`src/rtl/tvs_pkg.sv`:
```
`default_nettype none
// ------------------------------------------------------------------
// tvs_pkg : shared channel, read-select and clear-FSM definitions
// Revision: 1.0
// ------------------------------------------------------------------
package tvs_pkg;

    localparam int NUM_CH = 4;

    localparam logic [1:0] CH_1V0  = 2'd0;
    localparam logic [1:0] CH_1V8  = 2'd1;
    localparam logic [1:0] CH_2V5  = 2'd2;
    localparam logic [1:0] CH_TEMP = 2'd3;

    localparam logic [1:0] SEL_LAST  = 2'd0;
    localparam logic [1:0] SEL_MIN   = 2'd1;
    localparam logic [1:0] SEL_MAX   = 2'd2;
    localparam logic [1:0] SEL_COUNT = 2'd3;

    localparam int SETTLE_CYCLES = 3;

    typedef enum logic [1:0] {
        CLR_IDLE   = 2'd0,
        CLR_PULSE  = 2'd1,
        CLR_SETTLE = 2'd2
    } clr_state_t;

endpackage
`default_nettype wire

```
`src/rtl/tvs_sync.sv`:
```
`default_nettype none
// ------------------------------------------------------------------
// tvs_sync : two-flop synchronizer for asynchronous sensor status
// Revision: 1.0
// ------------------------------------------------------------------
module tvs_sync #(
    parameter int WIDTH = 1
) (
    input  logic             clk,
    input  logic             reset_n,
    input  logic [WIDTH-1:0] d,
    output logic [WIDTH-1:0] q
);

    logic [WIDTH-1:0] meta;

    always_ff @(posedge clk or negedge reset_n) begin
        if (!reset_n) begin
            meta <= '0;
            q    <= '0;
        end else begin
            meta <= d;
            q    <= meta;
        end
    end

endmodule
`default_nettype wire

```
`src/rtl/tvs_reader.sv`:
```
`default_nettype none
// ------------------------------------------------------------------
// tvs_reader : TVS sensor capture, min/max/count statistics, alarms
// Revision: 1.0
// ------------------------------------------------------------------
module tvs_reader
    import tvs_pkg::*;
#(
    parameter int CLR_CYCLES     = 4,
    parameter int TIMEOUT_CYCLES = 1048576
) (
    input  logic        clk,
    input  logic        reset_n,
    input  logic [15:0] tvs_value,
    input  logic [1:0]  tvs_channel,
    input  logic        tvs_valid,
    input  logic        tvs_active,
    input  logic        tvs_temp_high,
    input  logic        tvs_temp_low,
    output logic [3:0]  tvs_enable,
    output logic        tvs_temp_high_clear,
    output logic        tvs_temp_low_clear,
    input  logic [3:0]  enable_mask,
    input  logic        minmax_clr,
    input  logic        alarm_clr,
    input  logic        rd_req,
    input  logic [1:0]  rd_ch,
    input  logic [1:0]  rd_sel,
    output logic        rd_ack,
    output logic [15:0] rd_data,
    output logic        alarm_high,
    output logic        alarm_low,
    output logic        stale,
    output logic        sensor_active
);

    localparam int CNT_MAX = (CLR_CYCLES > SETTLE_CYCLES) ? CLR_CYCLES : SETTLE_CYCLES;
    localparam int CW      = $clog2(CNT_MAX + 1);
    localparam int TW      = $clog2(TIMEOUT_CYCLES);
    localparam logic [CW-1:0] PULSE_LAST  = CW'(CLR_CYCLES - 1);
    localparam logic [CW-1:0] SETTLE_LAST = CW'(SETTLE_CYCLES - 1);
    localparam logic [TW-1:0] TIMER_MAX   = TW'(TIMEOUT_CYCLES - 1);

    logic valid_s, temp_high_s, temp_low_s;
    logic valid_d;
    logic capture;

    tvs_sync #(.WIDTH(1)) u_sync_valid  (.clk(clk), .reset_n(reset_n), .d(tvs_valid),     .q(valid_s));
    tvs_sync #(.WIDTH(1)) u_sync_active (.clk(clk), .reset_n(reset_n), .d(tvs_active),    .q(sensor_active));
    tvs_sync #(.WIDTH(1)) u_sync_thigh  (.clk(clk), .reset_n(reset_n), .d(tvs_temp_high), .q(temp_high_s));
    tvs_sync #(.WIDTH(1)) u_sync_tlow   (.clk(clk), .reset_n(reset_n), .d(tvs_temp_low),  .q(temp_low_s));

    assign capture = valid_s & ~valid_d;

    logic [15:0] last_val [NUM_CH];
    logic [15:0] min_val  [NUM_CH];
    logic [15:0] max_val  [NUM_CH];
    logic [15:0] count    [NUM_CH];
    logic [NUM_CH-1:0] seen;

    always_ff @(posedge clk or negedge reset_n) begin
        if (!reset_n) begin
            valid_d    <= 1'b0;
            tvs_enable <= '0;
        end else begin
            valid_d    <= valid_s;
            tvs_enable <= enable_mask;
        end
    end

    // A coincident clear is written first so the capture below overrides it
    // on its own channel and lands as a first sample.
    always_ff @(posedge clk or negedge reset_n) begin
        if (!reset_n) begin
            for (int i = 0; i < NUM_CH; i++) begin
                last_val[i] <= '0;
                min_val[i]  <= 16'hFFFF;
                max_val[i]  <= '0;
                count[i]    <= '0;
            end
            seen <= '0;
        end else begin
            if (minmax_clr) begin
                for (int i = 0; i < NUM_CH; i++) begin
                    min_val[i] <= 16'hFFFF;
                    max_val[i] <= '0;
                    count[i]   <= '0;
                end
                seen <= '0;
            end
            if (capture && enable_mask[tvs_channel]) begin
                last_val[tvs_channel] <= tvs_value;
                if (minmax_clr || !seen[tvs_channel]) begin
                    min_val[tvs_channel] <= tvs_value;
                    max_val[tvs_channel] <= tvs_value;
                    count[tvs_channel]   <= 16'd1;
                    seen[tvs_channel]    <= 1'b1;
                end else begin
                    if (tvs_value < min_val[tvs_channel])
                        min_val[tvs_channel] <= tvs_value;
                    if (tvs_value > max_val[tvs_channel])
                        max_val[tvs_channel] <= tvs_value;
                    if (count[tvs_channel] != 16'hFFFF)
                        count[tvs_channel] <= count[tvs_channel] + 16'd1;
                end
            end
        end
    end

    logic [15:0] rd_field;

    always_comb begin
        rd_field = '0;
        case (rd_sel)
            SEL_LAST:  rd_field = last_val[rd_ch];
            SEL_MIN:   rd_field = min_val[rd_ch];
            SEL_MAX:   rd_field = max_val[rd_ch];
            SEL_COUNT: rd_field = count[rd_ch];
            default:   rd_field = '0;
        endcase
    end

    always_ff @(posedge clk or negedge reset_n) begin
        if (!reset_n) begin
            rd_ack  <= 1'b0;
            rd_data <= '0;
        end else begin
            rd_ack <= rd_req;
            if (rd_req)
                rd_data <= rd_field;
        end
    end

    clr_state_t    state, state_nxt;
    logic [CW-1:0] clr_cnt, clr_cnt_nxt;
    logic          alarm_wipe;
    logic          clear_pulse;

    always_comb begin
        state_nxt   = state;
        clr_cnt_nxt = clr_cnt;
        alarm_wipe  = 1'b0;
        case (state)
            CLR_IDLE: begin
                if (alarm_clr) begin
                    state_nxt   = CLR_PULSE;
                    clr_cnt_nxt = '0;
                    alarm_wipe  = 1'b1;
                end
            end
            CLR_PULSE: begin
                if (clr_cnt == PULSE_LAST) begin
                    state_nxt   = CLR_SETTLE;
                    clr_cnt_nxt = '0;
                end else begin
                    clr_cnt_nxt = clr_cnt + CW'(1);
                end
            end
            CLR_SETTLE: begin
                if (clr_cnt == SETTLE_LAST) begin
                    state_nxt   = CLR_IDLE;
                    clr_cnt_nxt = '0;
                end else begin
                    clr_cnt_nxt = clr_cnt + CW'(1);
                end
            end
            default: begin
                state_nxt   = CLR_IDLE;
                clr_cnt_nxt = '0;
            end
        endcase
    end

    // Clear outputs come straight from a flop so the sensor never sees decode glitches.
    always_ff @(posedge clk or negedge reset_n) begin
        if (!reset_n) begin
            state       <= CLR_IDLE;
            clr_cnt     <= '0;
            clear_pulse <= 1'b0;
            alarm_high  <= 1'b0;
            alarm_low   <= 1'b0;
        end else begin
            state       <= state_nxt;
            clr_cnt     <= clr_cnt_nxt;
            clear_pulse <= (state_nxt == CLR_PULSE);
            if (alarm_wipe) begin
                alarm_high <= 1'b0;
                alarm_low  <= 1'b0;
            end else if (state == CLR_IDLE) begin
                alarm_high <= alarm_high | temp_high_s;
                alarm_low  <= alarm_low  | temp_low_s;
            end
        end
    end

    assign tvs_temp_high_clear = clear_pulse;
    assign tvs_temp_low_clear  = clear_pulse;

    logic [TW-1:0] timer, timer_nxt;

    always_comb begin
        timer_nxt = timer;
        if (capture || (enable_mask == 4'd0))
            timer_nxt = '0;
        else if (timer != TIMER_MAX)
            timer_nxt = timer + TW'(1);
    end

    always_ff @(posedge clk or negedge reset_n) begin
        if (!reset_n) begin
            timer <= '0;
            stale <= 1'b0;
        end else begin
            timer <= timer_nxt;
            stale <= (timer_nxt == TIMER_MAX);
        end
    end

endmodule
`default_nettype wire

```
`config.mk`:
```
export PLATFORM = sky130hd
export DESIGN_NAME = tvs_reader
export DESIGN_NICKNAME = d
export VERILOG_FILES = /design/src/rtl/tvs_pkg.sv /design/src/rtl/tvs_sync.sv /design/src/rtl/tvs_reader.sv
export SDC_FILE = /design/constraint.sdc
export NUM_CORES = 1
export LEC_CHECK = 0
export CAP_MARGIN = 20
export CORE_MARGIN = 5
export CORE_UTILIZATION = 58
export CTS_BUF_LIST = sky130_fd_sc_hd__clkbuf_4 sky130_fd_sc_hd__clkbuf_8
export DETAILED_ROUTE_END_ITERATION = 7
export PLACE_DENSITY = 0.74
export SYNTH_ARGS = -nofsm -noshare
export SYNTH_HDL_FRONTEND = slang
export SYNTH_SLANG_ARGS = --single-unit
```
`constraint.sdc`:
```
create_clock -name clk -period 6.85 [get_ports clk]
set_input_delay 0.685 -clock clk [delete_from_list [all_inputs] [get_ports clk]]
set_output_delay 0.685 -clock clk [all_outputs]
set_load 0.01 [all_outputs]
```
==> summary by stage <==
Status
The run finished with clean final reports.

Flow run
Max-cap violations in this run came to 0.

Worst setup path
In this run the register-to-register setup slack is between 3 and 4 ns. The worst reg-to-reg path cell count is 10. The startpoint identified for the worst register-to-register timing path is min_val[29]. The highest cell delay on the worst timing path is about 0.78 ns. The startpoint type of the worst setup path is an input pin. The category of the most critical setup path is input pin to flip-flop. STA classifies the critical path endpoint as a flip-flop. The signal on the critical path passes through buf_2 > mux4_2 > inv_1 > ha_1 > nand4_1 > a2111oi_0 > o22ai_4 > nor2_4 > mux2_2.

In this run the critical register-to-register path is captured at min_val[15]. STA puts the critical path data arrival time at roughly 4.5 ns. The critical-path cell with the highest stage delay is a2111oi_0. Tracing the worst setup path back leads to its startpoint at tvs_channel[1]. The maximum fanout count along the critical path is 34. The required time at the worst-slack endpoint is 7.31 ns.

Place
In this run the cell area measured after placement is roughly 18000 sq um. The weighted congestion at the end of routability-driven global placement is roughly 0.85. The total instance count after detailed placement is between 1500 and 2000.

The placed wire-length estimate is 27500 um. OpenSTA, run right after detailed placement, puts the worst setup slack at around 2.3 ns. Input and output buffers added on the ports amount to a little over 60.

Global routing
After global routing the overflow that remains totals 0. The via count of the first global-routing pass is 12300. Entering global routing, the biggest net connects between 150 and 200 pins.

The first global-routing pass estimated between 60000 and 70000 um of wire. The initial antenna violation count is 2. In the global route stage, overall resource usage came out at a little over a quarter.

Floorplan
The full die area is roughly 33000 sq um. The site row count is 63. The initial core utilization is about three fifths. Measured along the x axis, the die boundary spans around 180 um.

The placeable core region is a little under 30000 sq um. Measured along the y axis, the die boundary spans approximately 180 um. The I/O pin total is a little over 60.

Power and ir drop
The clock network burns between 40% and 50% of the power. Summed over all cells, the static leakage comes to 0.00781 uW. Of the total power, registers draw between 40% and 50%. Net switching is between 20% and 30% of the power. In this run the power density over the cells is roughly 250 nW/um^2. Internal power comes to 3510 uW. For this design the total switching power over the nets is between 1000 and 1500 uW.

The maximum resistive drop on vdd is ~0.17 mV. The proportion of power drawn by combinational gates is about 14%.

Finish
The top cell types in the final layout, fill and taps aside, are 255 x dfrtp_1, 121 x mux4_2, 87 x nand2_1, 72 x clkbuf_8, 65 x mux2i_1. In the final layout, the multi-input gates occupy 8420 sq um. The total number of nets in the final design is ~1500. The final instance area is 19200 sq um. Cells fill around 65% of the core in the end. The sequential cells in the finished layout cover a total of ~8100 sq um.

The layout overhead on the synthesized area is 12.1%. The library cell used most frequently in the layout, excluding fill and tap cells, is dfrtp_1. Of the cells placed in the final design, the portion with a size suffix greater than 1 is a little over a quarter. Fill cells in the final layout number around 2200. The number of standard cells in the final layout excluding fillers is around 1800.

Timing
Summed over all failing endpoints, the final setup total negative slack is 0 ns. The worst pin sits at a relative slew slack of a little under a quarter. The number of pins with negative max-slew slack in the final report came to 0.

The number of failing hold endpoints at the final stage came to 0. The number of setup violations in the final report is 0. The post-route clock period utilization is roughly three fifths. Setup repair after global routing left no endpoint under its margin.

For the pin with the worst max-slew slack, the measured transition is between 1 and 1.5 ns. Setup slack on the critical path of the routed design comes to ~2.8 ns. Based on the critical path, the design can be clocked at up to 246 MHz. The smallest clock period supported by the final layout is computed as about 4 ns. Across the routed clock network, the largest skew measured is between 0.02 and 0.025 ns.

Yosys
The number of nets handed over by synthesis was roughly 1400. Among all flip-flop cells after synthesis, the most frequent one is dfrtp_1. After synthesis, the mean cell area works out to about 13 sq um.

The Yosys step of the flow raised 0 warnings. The number of flops mapped to enable cells by yosys is 0. The synthesized netlist occupies a cell area of approximately 17000 sq um. The number of register bits inferred by synthesis is 319. Of all flip-flops after synthesis, the portion carrying an async set or reset was 100%. In the synthesized netlist, the number of instances is roughly 1400. In this run, distinct cell masters in the synthesized netlist total 72. After synthesis, flip-flops and latches occupy 47.1% of the total area.

Clocking
The number of H-tree branching levels is 2. The buffer cell driving the clock tree root is clkbuf_8. The clock net in this run drives a total of 319 sinks. The post-cts hold buffer count is 0. No sink is reached through more buffers than the 3 on the longest clock path. The post-CTS setup-driven buffer insertion count is 0. The total clock buffers created by CTS is 54.

The clock tree from TritonCTS is yes. The number of gates resized after CTS was 0. The clock insertion delay at the later pin of the skew report is between 0.5 and 0.6 ns. After clock tree synthesis, the clock-pin slew on the worst setup and hold paths is ~0.06 ns.

Detailed routing
The final layout contains routed wiring with a total length of between 40000 and 50000 um. After detailed routing, the number of remaining DRC violations is 0. The first detailed-routing pass ran for 5 iterations. The antenna violation net count after detailed routing is 0.

The first routing iteration left approximately 1200 violations. In the routed layout, each cell is associated on average with a via count of between 6 and 7. Detailed routing inserted a total of 11800 vias.

In the final routed layout, each cell accounts on average for 23.6 um.

Hold path
The min-delay analysis places its worst path in the category input pin to asynchronous set/reset pin.
[how the worst max path moves through the flow]
stage,cells after the start,slack (ns),to
final,9,2.78,max_val[17]
after floorplan,15,2.61,max_val[22]
after CTS,11,2.84,min_val[15]
after global routing,11,2.54,min_val[15]
after global placement,11,2.30,max_val[33]
after detailed placement,11,2.26,min_val[12]
[kinds of logic (layout without fill, tap and decap cells)]
logic type | count (synthesis) | in the layout | share of synthesized area [%]
flops | 319 | 319 | 47.1
fa+ha+maj | 41 | 41 | 3.00
simple gates | 345 | 345 | 10.7
other cells | 0 | 1 | 0
xor+xnor | 25 | 25 | 1.28
mux | 257 | 257 | 25.2
compound gates | 217 | 217 | 8.83
buf+inv | 150 | 238 | 3.87
[metal layers]
layer / track usage, % / vias to the layer above / share of wire, %
met3: 5.39 / 94 / 8.0
li1: - / 5146 / -
met1: 37.4 / 6038 / 42
met4: 11.1 / 2 / 4.0
met2: 41.1 / 508 / 46
met5: 0 / - / 0.016
[cell usage after synthesis (11+ instances only)]
master | number | area, sq um
buf_1 | 13 | 48.8
nand2b_1 | 56 | 350
nor2_1 | 54 | 203
xor2_1 | 11 | 96.3
a21oi_1 | 60 | 300
mux4_2 | 121 | 2730
dfrtp_1 | 255 | 6380
nand4_1 | 15 | 93.8
clkbuf_1 | 47 | 176
xnor2_1 | 14 | 123
buf_2 | 17 | 85.1
clkinv_1 | 12 | 45.0
nor2b_1 | 19 | 119
o21ai_0 | 44 | 220
o2bb2ai_1 | 53 | 464
nand3_1 | 14 | 70.1
nand2_1 | 87 | 327
ha_1 | 41 | 513
inv_1 | 47 | 176
mux2i_1 | 65 | 651
mux2_2 | 59 | 664
nor3_1 | 51 | 255
dfstp_2 | 64 | 1680
[area by class of cell]
class	instances	share of cell area [%]
inverters	59	1.15
diodes	1	0.0130
clock inverters	17	0.906
multi-input cells	885	43.9
well taps	390	2.54
clock buffers	85	5.67
repair buffers	77	3.85
flip-flops and latches	319	42.0
[power by group through the flow]
stage	sequential (uW)	clock (uW)	combinational [uW]
4_1_cts	2150	1960	660
5_1_grt	2180	2050	719
3_5_place_dp	2190	0	656
6_report	2160	1930	655
3_3_place_gp	2180	0	642
2_1_floorplan	2170	0	415
[sequential cells by signal, indices dropped and copies added (netlist names), 2 cells and up]
register	count
clr_cnt	3
count	64
last_val	64
max_val	64
min_val	64
rd_data	16
seen	4
state	2
timer	20
tvs_enable	4
[per-stage QoR]
step                hold slack, ns  total power, uW
floorplan                    0.331             2580
global placement             0.334             2820
detailed placement           0.338             2840
CTS                          0.225             4780
global route                 0.255             4950
finish                       0.161             4740
[worst max-delay path: cells and delay by family]
| family | cells | cell delay (ns) |
|---|---|---|
| compound gates | 2 | 1.04 |
| simple gates | 2 | 0.88 |
| buf+inv | 2 | 0.80 |
| mux | 2 | 0.78 |
| fa+ha+maj | 1 | 0.31 |
No activity file was read; power rests on OpenSTA's default activity.
